===== config.mk =====
export PLATFORM = sky130hd
export DESIGN_NAME = mips_store_buffer_flat
export DESIGN_NICKNAME = d
export VERILOG_FILES = /design/src/rtl/mips_store_buffer_if.sv /design/src/rtl/mips_store_buffer.sv /design/src/flat_wrapper.sv
export SDC_FILE = /design/constraint.sdc
export NUM_CORES = 1
export LEC_CHECK = 0
export CELL_PAD_IN_SITES_DETAIL_PLACEMENT = 0
export CELL_PAD_IN_SITES_GLOBAL_PLACEMENT = 1
export CORE_MARGIN = 2
export CORE_UTILIZATION = 38
export CTS_BUF_LIST = sky130_fd_sc_hd__clkbuf_2 sky130_fd_sc_hd__clkbuf_4 sky130_fd_sc_hd__clkbuf_8
export DETAILED_ROUTE_END_ITERATION = 8
export PLACE_DENSITY = 0.7
export SKIP_LAST_GASP = 1
export SYNTH_ARGS = -nofsm -noshare
export SYNTH_HDL_FRONTEND = slang
export SYNTH_SLANG_ARGS = --single-unit

===== constraint.sdc =====
create_clock -name clk -period 5.3 [get_ports clk]
set_input_delay 1.06 -clock clk [delete_from_list [all_inputs] [get_ports clk]]
set_output_delay 1.06 -clock clk [all_outputs]
set_load 0.02 [all_outputs]

===== src/rtl/mips_store_buffer_if.sv =====
// Pipeline/memory-port bundle for mips_store_buffer: store port, load port,
// data-memory drive and occupancy status.
interface mips_store_buffer_if #(
  parameter int unsigned DEPTH = 4
);
  localparam int unsigned CNT_W = $clog2(DEPTH) + 1;

  logic             st_valid;
  logic             st_ready;
  logic [31:0]      st_addr;
  logic [31:0]      st_data;
  logic [5:0]       st_opcode;

  logic             ld_req;
  logic [31:0]      ld_addr;
  logic             ld_grant;

  logic [31:0]      mem_address;
  logic [31:0]      write_data;
  logic [5:0]       mem_opcode;
  logic             sig_mem_read;
  logic             sig_mem_write;

  logic [CNT_W-1:0] sb_count;
  logic             sb_empty;

  // Pipeline side (and memory observer)
  modport master (
    output st_valid, st_addr, st_data, st_opcode, ld_req, ld_addr,
    input  st_ready, ld_grant, mem_address, write_data, mem_opcode,
           sig_mem_read, sig_mem_write, sb_count, sb_empty
  );

  // Store buffer side
  modport slave (
    input  st_valid, st_addr, st_data, st_opcode, ld_req, ld_addr,
    output st_ready, ld_grant, mem_address, write_data, mem_opcode,
           sig_mem_read, sig_mem_write, sb_count, sb_empty
  );
endinterface


===== src/rtl/mips_store_buffer.sv =====
// Posted-write FIFO between the memory stage and mips_data_mem, sharing one
// memory port with loads. Define MIPS_STORE_BUF_BYPASS_EN for empty-buffer store bypass.
module mips_store_buffer #(
  parameter int unsigned DEPTH = 4
) (
  input  logic               clk,
  input  logic               rst,
  mips_store_buffer_if.slave sb
);
  localparam int unsigned PTR_W = $clog2(DEPTH);
  localparam int unsigned CNT_W = PTR_W + 1;

  localparam logic [5:0] OP_SB = 6'b101000;
  localparam logic [5:0] OP_SH = 6'b101001;
  localparam logic [5:0] OP_SW = 6'b101011;

  typedef struct packed {
    logic [31:0] addr;
    logic [31:0] data;
    logic [5:0]  opcode;
  } sb_entry_t;

  sb_entry_t        fifo_q [DEPTH];
  logic [DEPTH-1:0] valid_q;
  logic [DEPTH-1:0] valid_next_c;
  logic [PTR_W-1:0] rd_ptr_q;
  logic [PTR_W-1:0] wr_ptr_q;
  logic [CNT_W-1:0] count_q;

  logic      full_c;
  logic      empty_c;
  logic      legal_c;
  logic      hazard_c;
  logic      drain_c;
  logic      bypass_c;
  logic      push_c;
  sb_entry_t head_c;

  assign full_c  = (count_q == CNT_W'(DEPTH));
  assign empty_c = (count_q == '0);
  assign legal_c = (sb.st_opcode == OP_SB) || (sb.st_opcode == OP_SH) ||
                   (sb.st_opcode == OP_SW);
  assign head_c  = fifo_q[rd_ptr_q];

  assign sb.st_ready = !full_c && !rst;
  assign sb.sb_count = count_q;
  assign sb.sb_empty = empty_c;

  // A same-cycle store is older than the load, so it counts as a hazard too
  always_comb begin
    hazard_c = sb.st_valid && (sb.st_addr == sb.ld_addr);
    for (int unsigned i = 0; i < DEPTH; i++) begin
      if (valid_q[i] && (fifo_q[i].addr == sb.ld_addr)) begin
        hazard_c = 1'b1;
      end
    end
  end

  // Memory-port arbitration: reset, full drain, clean load, hazard drain, drain, bypass
  always_comb begin
    drain_c  = 1'b0;
    bypass_c = 1'b0;
    if (rst) begin
      drain_c = 1'b0;
    end else if (full_c) begin
      drain_c = 1'b1;
    end else if (sb.ld_req && !hazard_c) begin
      drain_c = 1'b0;
    end else if (sb.ld_req) begin
      drain_c = !empty_c;
    end else if (!empty_c) begin
      drain_c = 1'b1;
`ifdef MIPS_STORE_BUF_BYPASS_EN
    end else if (sb.st_valid && legal_c) begin
      bypass_c = 1'b1;
`endif
    end
  end

  assign sb.ld_grant = !rst && !full_c && sb.ld_req && !hazard_c;
  assign push_c      = sb.st_valid && sb.st_ready && legal_c && !bypass_c;

  always_comb begin
    sb.sig_mem_read  = 1'b0;
    sb.sig_mem_write = 1'b0;
    sb.mem_address   = '0;
    sb.write_data    = '0;
    sb.mem_opcode    = '0;
    if (sb.ld_grant) begin
      sb.sig_mem_read = 1'b1;
      sb.mem_address  = sb.ld_addr;
    end else if (drain_c) begin
      sb.sig_mem_write = 1'b1;
      sb.mem_address   = head_c.addr;
      sb.write_data    = head_c.data;
      sb.mem_opcode    = head_c.opcode;
    end else if (bypass_c) begin
      sb.sig_mem_write = 1'b1;
      sb.mem_address   = sb.st_addr;
      sb.write_data    = sb.st_data;
      sb.mem_opcode    = sb.st_opcode;
    end
  end

  // Push and pop never target the same slot: that would need full and empty at once
  always_comb begin
    valid_next_c = valid_q;
    if (drain_c) valid_next_c[rd_ptr_q] = 1'b0;
    if (push_c)  valid_next_c[wr_ptr_q] = 1'b1;
  end

  always_ff @(posedge clk) begin
    if (rst) begin
      rd_ptr_q <= '0;
      wr_ptr_q <= '0;
      count_q  <= '0;
      valid_q  <= '0;
    end else begin
      valid_q <= valid_next_c;
      if (push_c)  wr_ptr_q <= wr_ptr_q + PTR_W'(1);
      if (drain_c) rd_ptr_q <= rd_ptr_q + PTR_W'(1);
      if (push_c && !drain_c) begin
        count_q <= count_q + CNT_W'(1);
      end else if (drain_c && !push_c) begin
        count_q <= count_q - CNT_W'(1);
      end
    end
  end

  // Entry payload needs no reset; valid_q qualifies every use
  always_ff @(posedge clk) begin
    if (push_c) begin
      fifo_q[wr_ptr_q] <= '{addr: sb.st_addr, data: sb.st_data, opcode: sb.st_opcode};
    end
  end
endmodule

===== src/flat_wrapper.sv =====
// flat-port wrapper written by rule: the top's interface ports become plain ports
module mips_store_buffer_flat 
#(
  parameter int unsigned DEPTH = 4
)
  (clk, rst, sb_st_valid, sb_st_addr, sb_st_data, sb_st_opcode, sb_ld_req, sb_ld_addr, sb_st_ready, sb_ld_grant, sb_mem_address, sb_write_data, sb_mem_opcode, sb_sig_mem_read, sb_sig_mem_write, sb_sb_count, sb_sb_empty);
  mips_store_buffer_if #(.DEPTH(DEPTH)) sb_i ();
  input  logic clk;
  input  logic rst;
  input wire logic [$bits(sb_i.st_valid)-1:0] sb_st_valid;
  input wire logic [$bits(sb_i.st_addr)-1:0] sb_st_addr;
  input wire logic [$bits(sb_i.st_data)-1:0] sb_st_data;
  input wire logic [$bits(sb_i.st_opcode)-1:0] sb_st_opcode;
  input wire logic [$bits(sb_i.ld_req)-1:0] sb_ld_req;
  input wire logic [$bits(sb_i.ld_addr)-1:0] sb_ld_addr;
  output wire logic [$bits(sb_i.st_ready)-1:0] sb_st_ready;
  output wire logic [$bits(sb_i.ld_grant)-1:0] sb_ld_grant;
  output wire logic [$bits(sb_i.mem_address)-1:0] sb_mem_address;
  output wire logic [$bits(sb_i.write_data)-1:0] sb_write_data;
  output wire logic [$bits(sb_i.mem_opcode)-1:0] sb_mem_opcode;
  output wire logic [$bits(sb_i.sig_mem_read)-1:0] sb_sig_mem_read;
  output wire logic [$bits(sb_i.sig_mem_write)-1:0] sb_sig_mem_write;
  output wire logic [$bits(sb_i.sb_count)-1:0] sb_sb_count;
  output wire logic [$bits(sb_i.sb_empty)-1:0] sb_sb_empty;
  assign sb_i.st_valid = sb_st_valid;
  assign sb_i.st_addr = sb_st_addr;
  assign sb_i.st_data = sb_st_data;
  assign sb_i.st_opcode = sb_st_opcode;
  assign sb_i.ld_req = sb_ld_req;
  assign sb_i.ld_addr = sb_ld_addr;
  assign sb_st_ready = sb_i.st_ready;
  assign sb_ld_grant = sb_i.ld_grant;
  assign sb_mem_address = sb_i.mem_address;
  assign sb_write_data = sb_i.write_data;
  assign sb_mem_opcode = sb_i.mem_opcode;
  assign sb_sig_mem_read = sb_i.sig_mem_read;
  assign sb_sig_mem_write = sb_i.sig_mem_write;
  assign sb_sb_count = sb_i.sb_count;
  assign sb_sb_empty = sb_i.sb_empty;
  mips_store_buffer #(.DEPTH(DEPTH)) u_core (.clk(clk), .rst(rst), .sb(sb_i));
endmodule

* Yosys cells after proc, flatten, opt, wreduce, memory -nomap -nowiden *
Memory sizes are Yosys's and may differ from the RTL's. A register that Yosys moved wholly into a read port is not among the register bits.
Index checks and enable logic that the tools add are counted.

word-level totals
  register bits after elaboration = 11
  bits in writable memories = 280
  output and inout port bits = 78
  logic and storage cells = 80
  memories kept = 1

cells by class
  add/sub/neg operators = 4
  $lt $le $gt $ge = 4
  equal/unequal tests = 9
  multiplexer cells = 30
  bitwise gates (word level) = 3
  reduce and logical (&&, ||, !) cells = 25

memory list
  name           words  width  read ports  clocked after memory_dff  wr ports  line                     text
  u_core.fifo_q  4      70     5           1                         1         mips_store_buffer.sv:23  sb_entry_t fifo_q [DEPTH];

operator list
  cell                                                                                 count
  32-bit equality test                                                                 5
  32-bit two-way mux                                                                   4
  6-bit equality test, second input constant                                           3
  1-bit two-way mux                                                                    16
  1-bit logical AND                                                                    15
  6-bit two-way mux                                                                    2
  4-bit two-way mux                                                                    2
  1-bit zero test                                                                      6
  2-bit by 3-bit < comparator with 1-bit output, second input constant                 2
  3-bit two-way mux                                                                    2
  2-bit by 1-bit adder with 2-bit output, second input constant                        2
  4-bit AND                                                                            1
  1-bit demux with 2-bit select                                                        2
  2-bit by 1-bit greater-or-equal comparator with 1-bit output, second input constant  2
  2-bit two-way mux                                                                    2
  4-bit NOT                                                                            1
  4-bit bitwise OR                                                                     1
  3-bit by 1-bit adder with 3-bit output, second input constant                        1
  3-bit equality test, second input constant                                           1
  3-bit zero test                                                                      1
  3-bit by 1-bit subtractor with 3-bit output, second input constant                   1
  1-bit logical OR                                                                     2
  2-bit nonzero test                                                                   1

* Longest topological paths before layout *
An unclocked memory read counts as a cell.

  depth in word-level cells = 15
  gate-level depth with buffers = 14
  depth with buffers taken out = 12

* Least setup slack after synthesis *
OpenSTA, ideal clock, no wires.

  kind = input -> register
  start point = input port rst
  end point = register u_core.valid_q[1]
  arrival = 4.359 ns
  data required time = 5.235 ns
  path slack = 0.876 ns
  stages on the path = 6
  buffers on the path = 1
  cells stage by stage = clkbuf_1 -> a21oi_1 -> nor4b_2 -> and2_1 -> nand2b_1 -> o221a_2

on the way
  cells in the longest elaborated chain, start to end = 5

RTL lines
  element                          line                      text
  start: declaration               flat_wrapper.sv:9         input logic rst;
  1-bit zero test                  mips_store_buffer.sv:45   assign sb.st_ready = !full_c && !rst;
  1-bit logical AND                mips_store_buffer.sv:45
  via sb_st_ready                  flat_wrapper.sv:16        output wire logic [$bits(sb_i.st_ready)-1:0] sb_st_ready;
  1-bit logical AND (2 in series)  mips_store_buffer.sv:81   assign push_c = sb.st_valid && sb.st_ready && legal_c && !bypass_c;
  via u_core.push_c                mips_store_buffer.sv:36   logic push_c;
  4-bit two-way mux                mips_store_buffer.sv:109  if (push_c) valid_next_c[wr_ptr_q] = 1'b1;
  end signal: assignment           mips_store_buffer.sv:119  valid_q <= valid_next_c;
  end: declaration                 mips_store_buffer.sv:24   logic [DEPTH-1:0] valid_q;

The timed path passes the listed nets, and every way through them passes these cells.
A chain may end at the register's enable or synchronous reset.

* Worst setup path in the final report *
  start point = input port sb_ld_addr[3]
  end point = output port sb_ld_grant

on the way
  cells in the longest elaborated chain, start to end = 8

RTL lines
  element                                         line                                              text
  start: declaration                              flat_wrapper.sv:15                                input wire logic [$bits(sb_i.ld_addr)-1:0] sb_ld_addr;
  32-bit equality test, on equally long branches  mips_store_buffer.sv:51, mips_store_buffer.sv:53
  1-bit logical AND, on equally long branches     mips_store_buffer.sv:51, mips_store_buffer.sv:53
  1-bit two-way mux (3 in series)                 mips_store_buffer.sv:53                           if (valid_q[i] && (fifo_q[i].addr == sb.ld_addr)) begin
  1-bit two-way mux *                             mips_store_buffer.sv:53
  1-bit zero test *                               mips_store_buffer.sv:80                           assign sb.ld_grant = !rst && !full_c && sb.ld_req && !hazard_c;
  1-bit logical AND *                             mips_store_buffer.sv:80
  end: declaration                                flat_wrapper.sv:17                                output wire logic [$bits(sb_i.ld_grant)-1:0] sb_ld_grant;

Every way passes the cells marked *; elsewhere a longest branch is shown, timed or not.

==> out/summary.txt <==
worst slew pin tran: 0.756 ns
PortBufs: 183
largest net degree at the start of global routing: 40
via count: 7,906
Flop pwr share: 45.2%
Initial Util: 38.5%
first-pass GRT wire length: 52,800 um
CORE AREA: 35,600 um^2
leakage: 6.34 nW
post-synthesis sequential area ratio: 63.3%
Pint: 0.00425 W
CP Cell Sequence: clkdlybuf4s50_1 > buf_4 > xor2_1 > nor4_1 > buf_4 > nand4_1 > o31a_1 > nand2_1 > nor3_2 > buf_12 > clkdlybuf4s50_1
fraction of registers with async set/reset: 0%
Switch Pwr: 0.00159 W
crit path from: sb_ld_addr[3]
Hold Buf Count CTS: 0
Layout Area Growth over Synthesis: 26.9%
CTS tree: built
crit path capture type: primary output
IO Pins: 184
Yosys warning count: 0
synth cell count leaders: edfxtp_1 (280), xor2_1 (118), mux4_2 (70)
worst r2r dst: u_core.sb.sb_count[2]
Inst Count DP: 1,476
Critical Setup Path Class: input pin to primary output
final period utilization: 96.7%
Main synth FF type: edfxtp_1
DIE AREA: 37,600 um^2
number of buffers created by CTS: 49
Final Hold Viols: 0
overall power: 0.00584 W
Setup violations, final: 0
RSZ-0062 raised after global routing: false
initial antenna violation count: 1
global route overflow: 0
GPL Wtd Cong: 0.837
total track usage: 18.7%
crit-path max cell delay: 0.65 ns
Top Family by Delay on Critical Path: buffers and inverters
via count of the first global-routing pass: 8,551
Clock Skew: 0.0197 ns
post-synth top area cell: edfxtp_1
EDFF count, synth: 280
minimum clock period: 5.12 ns
CP arrival: 4.06 ns
non-filler cells, final: 1,560
layout cell share with drive strength beyond 1: 25.7%
CTS HTree Levels: 2
# DRC: 0
post-CTS setup buffers: 0
count leader, synth: edfxtp_1
Yosys cell types: 39
Peak VDD IR: 0.264 mV
Critical R2R Launch: u_core.fifo_q[0][68]
Worst Path Max Fanout: 27
vias per inst: 5.07
Logic pwr share: 22.4%
Yosys top cell area share: 61.4%
row count: 69
root buf cell: clkbuf_8
Total Wirelength: 35,400 um
max-cap violation count: 0
CTS clk-pin slew, worst paths: 0.06 ns
Critical-path top delay cell: clkdlybuf4s50_1
routed length per instance: 22.7 um
R2R setup slack: 1.96 ns
Synth Cell Area: 13,700 um^2
startpoint types: input pin
f_max: 195 MHz
chip height: 194 um
clock latency on the worst-skew pair: 0.56 ns
Required @ worst endpoint: 4.24 ns
Pre-Repair DR Iteration Count: 4
crit path to: sb_ld_grant
hold crit path type: flop to flop
Max Root-Sink Buffers: 3
fin. max-slew vios: 0
clock network power share: 32.5%
Synth area leaders: edfxtp_1 (61%), mux4_2 (12%), xor2_1 (7.5%)
post-DP HPWL: 24,600 um
Sw Share: 27.3%
status: finished, final reports clean
cell count along the critical path: 11
Syn Area/Cell: 17.0 um^2
Power Dens Cells: 336 nW/um^2
NumNets Final: 1,182
worst path bufs/invs: 5
chip width: 194 um
clock sinks: 293
Rel. slew slack: 49.4%
Mapped Nets: 924
register bit total from synthesis: 293
post-synthesis cell count: 808
Initial DRC Count: 471
cells on worst reg2reg path: 14
Post-DRT Antenna Nets: 0
worst min-delay path by stage:
stage	end	slack, ns	cells past startpoint	startpoint
3_5_place_dp	flop	0.52	2	u_core.rd_ptr_q[1]
5_1_grt	u_core.valid_q[1]	0.55	1	u_core.valid_q[1]
3_3_place_gp	u_core.sb.sb_count[2]	0.50	2	u_core.sb.sb_count[2]
4_1_cts	flop	0.53	2	u_core.rd_ptr_q[1]
6_report	u_core.sb.sb_count[2]	0.53	2	u_core.sb.sb_count[2]
2_1_floorplan	flop	0.49	2	u_core.rd_ptr_q[1]
cell type report:
class | instances | area [um^2]
well taps | 461 | 577
multi-input cells | 415 | 4570
clock buffers | 68 | 830
clock inverters | 15 | 88.8
repair buffers | 267 | 2500
flip-flops and latches | 293 | 8680
inverters | 40 | 150
fillers | 3189 | 18200
diodes | 1 | 2.50
power by group through the flow:
stage / registers (W) / logic [W] / clock network [W]
after global placement: 0.00269 / 0.00137 / 0
after detailed placement: 0.00269 / 0.00138 / 0
final: 0.00264 / 0.00131 / 0.00190
after CTS: 0.00264 / 0.00133 / 0.00195
after floorplan: 0.00262 / 0.000885 / 0
after global routing: 0.00265 / 0.00140 / 0.00204
cells in the final DEF (no fill, tap or decap), types with 3 or more instances in the layout:
cell type        Yosys  final
and2_4               0      4
buf_12               0      5
buf_4                8     80
clkbuf_4             0     17
clkbuf_8             0     51
clkdlybuf4s50_1      0    109
clkinv_1             0     11
dfxtp_1             13     11
dlygate4sd2_1        0     55
dlymetal6s2s_1       0     18
edfxtp_1           280    280
ha_1                 9      9
inv_1               40     40
mux2i_1              3      3
mux4_2              70     70
nand2_1              8      8
nand2b_1             4      4
nand3_1              7      7
nand4_1             13     13
nor2_1               7      7
nor2b_1             39     39
nor3_1               6      5
nor4_1              27     23
nor4_2               0      4
o221a_2              4      4
o2bb2ai_2           29     30
or4_4                3      3
xnor2_1             45     45
xor2_1             118    118
logic make-up (layout without fill, tap and decap cells):
group                    Yosys count  count (layout)  synth area share, %
adder cells (fa/ha/maj)           10              10                0.968
buffers and inverters            100             390                 3.73
XOR/XNOR                         163             163                 10.4
other                              0               1                    0
AO/OA/AOI/OAI                     42              42                 4.09
AND/OR/NAND/NOR                  125             125                 5.63
multiplexers                      75              75                 11.9
flip-flops                       293             293                 63.3
through the flow:
step	hold slack [ns]	setup TNS, ns	setup WS, ns	utilization [%]	cell area, um^2
5_1_grt	0.554	0	0.0648	48.9	17400
2_1_floorplan	0.487	0	0.876	-	13700
3_3_place_gp	0.500	-5.04	-0.320	46.3	16500
4_1_cts	0.528	0	0.00489	48.7	17300
3_5_place_dp	0.519	-6.13	-0.341	46.3	16500
6_report	0.531	0	0.177	48.9	17400
routing by layer:
layer | up-vias | global-route usage, % | wire [um]
li1 | 3581 | - | -
met1 | 4034 | 23.9 | 14700
met2 | 242 | 31.7 | 17600
met3 | 49 | 4.54 | 2210
met4 | 0 | 5.72 | 880
met5 | - | 0 | 0
flip-flops by register name (all words and copies together), names as in the netlist, named ones only:
name and count:
u_core.rd_ptr_q 2, u_core.wr_ptr_q 2, u_core.sb.sb_count 3, u_core.valid_q 4, u_core.fifo_q 280
worst register-to-register path, stage by stage (launching register included):
cell,delay [ns]
edfxtp_1,0.39
xor2_1,0.21
nor4_2,0.37
buf_4,0.17
nand4_1,0.09
or4_4,0.56
nand3_2,0.12
o211ai_4,0.13
buf_12,0.21
ha_1,0.23
inv_1,0.07
fa_1,0.18
xor2_1,0.08
or3_1,0.31
a21oi_1,0.15
what timing repair did:
action / CTS / global route
gates resized for setup: 59 / 19
pin swaps: 0 / 0
setup endpoints to repair: 70 / 17
No activity file was read; power rests on OpenSTA's default activity.
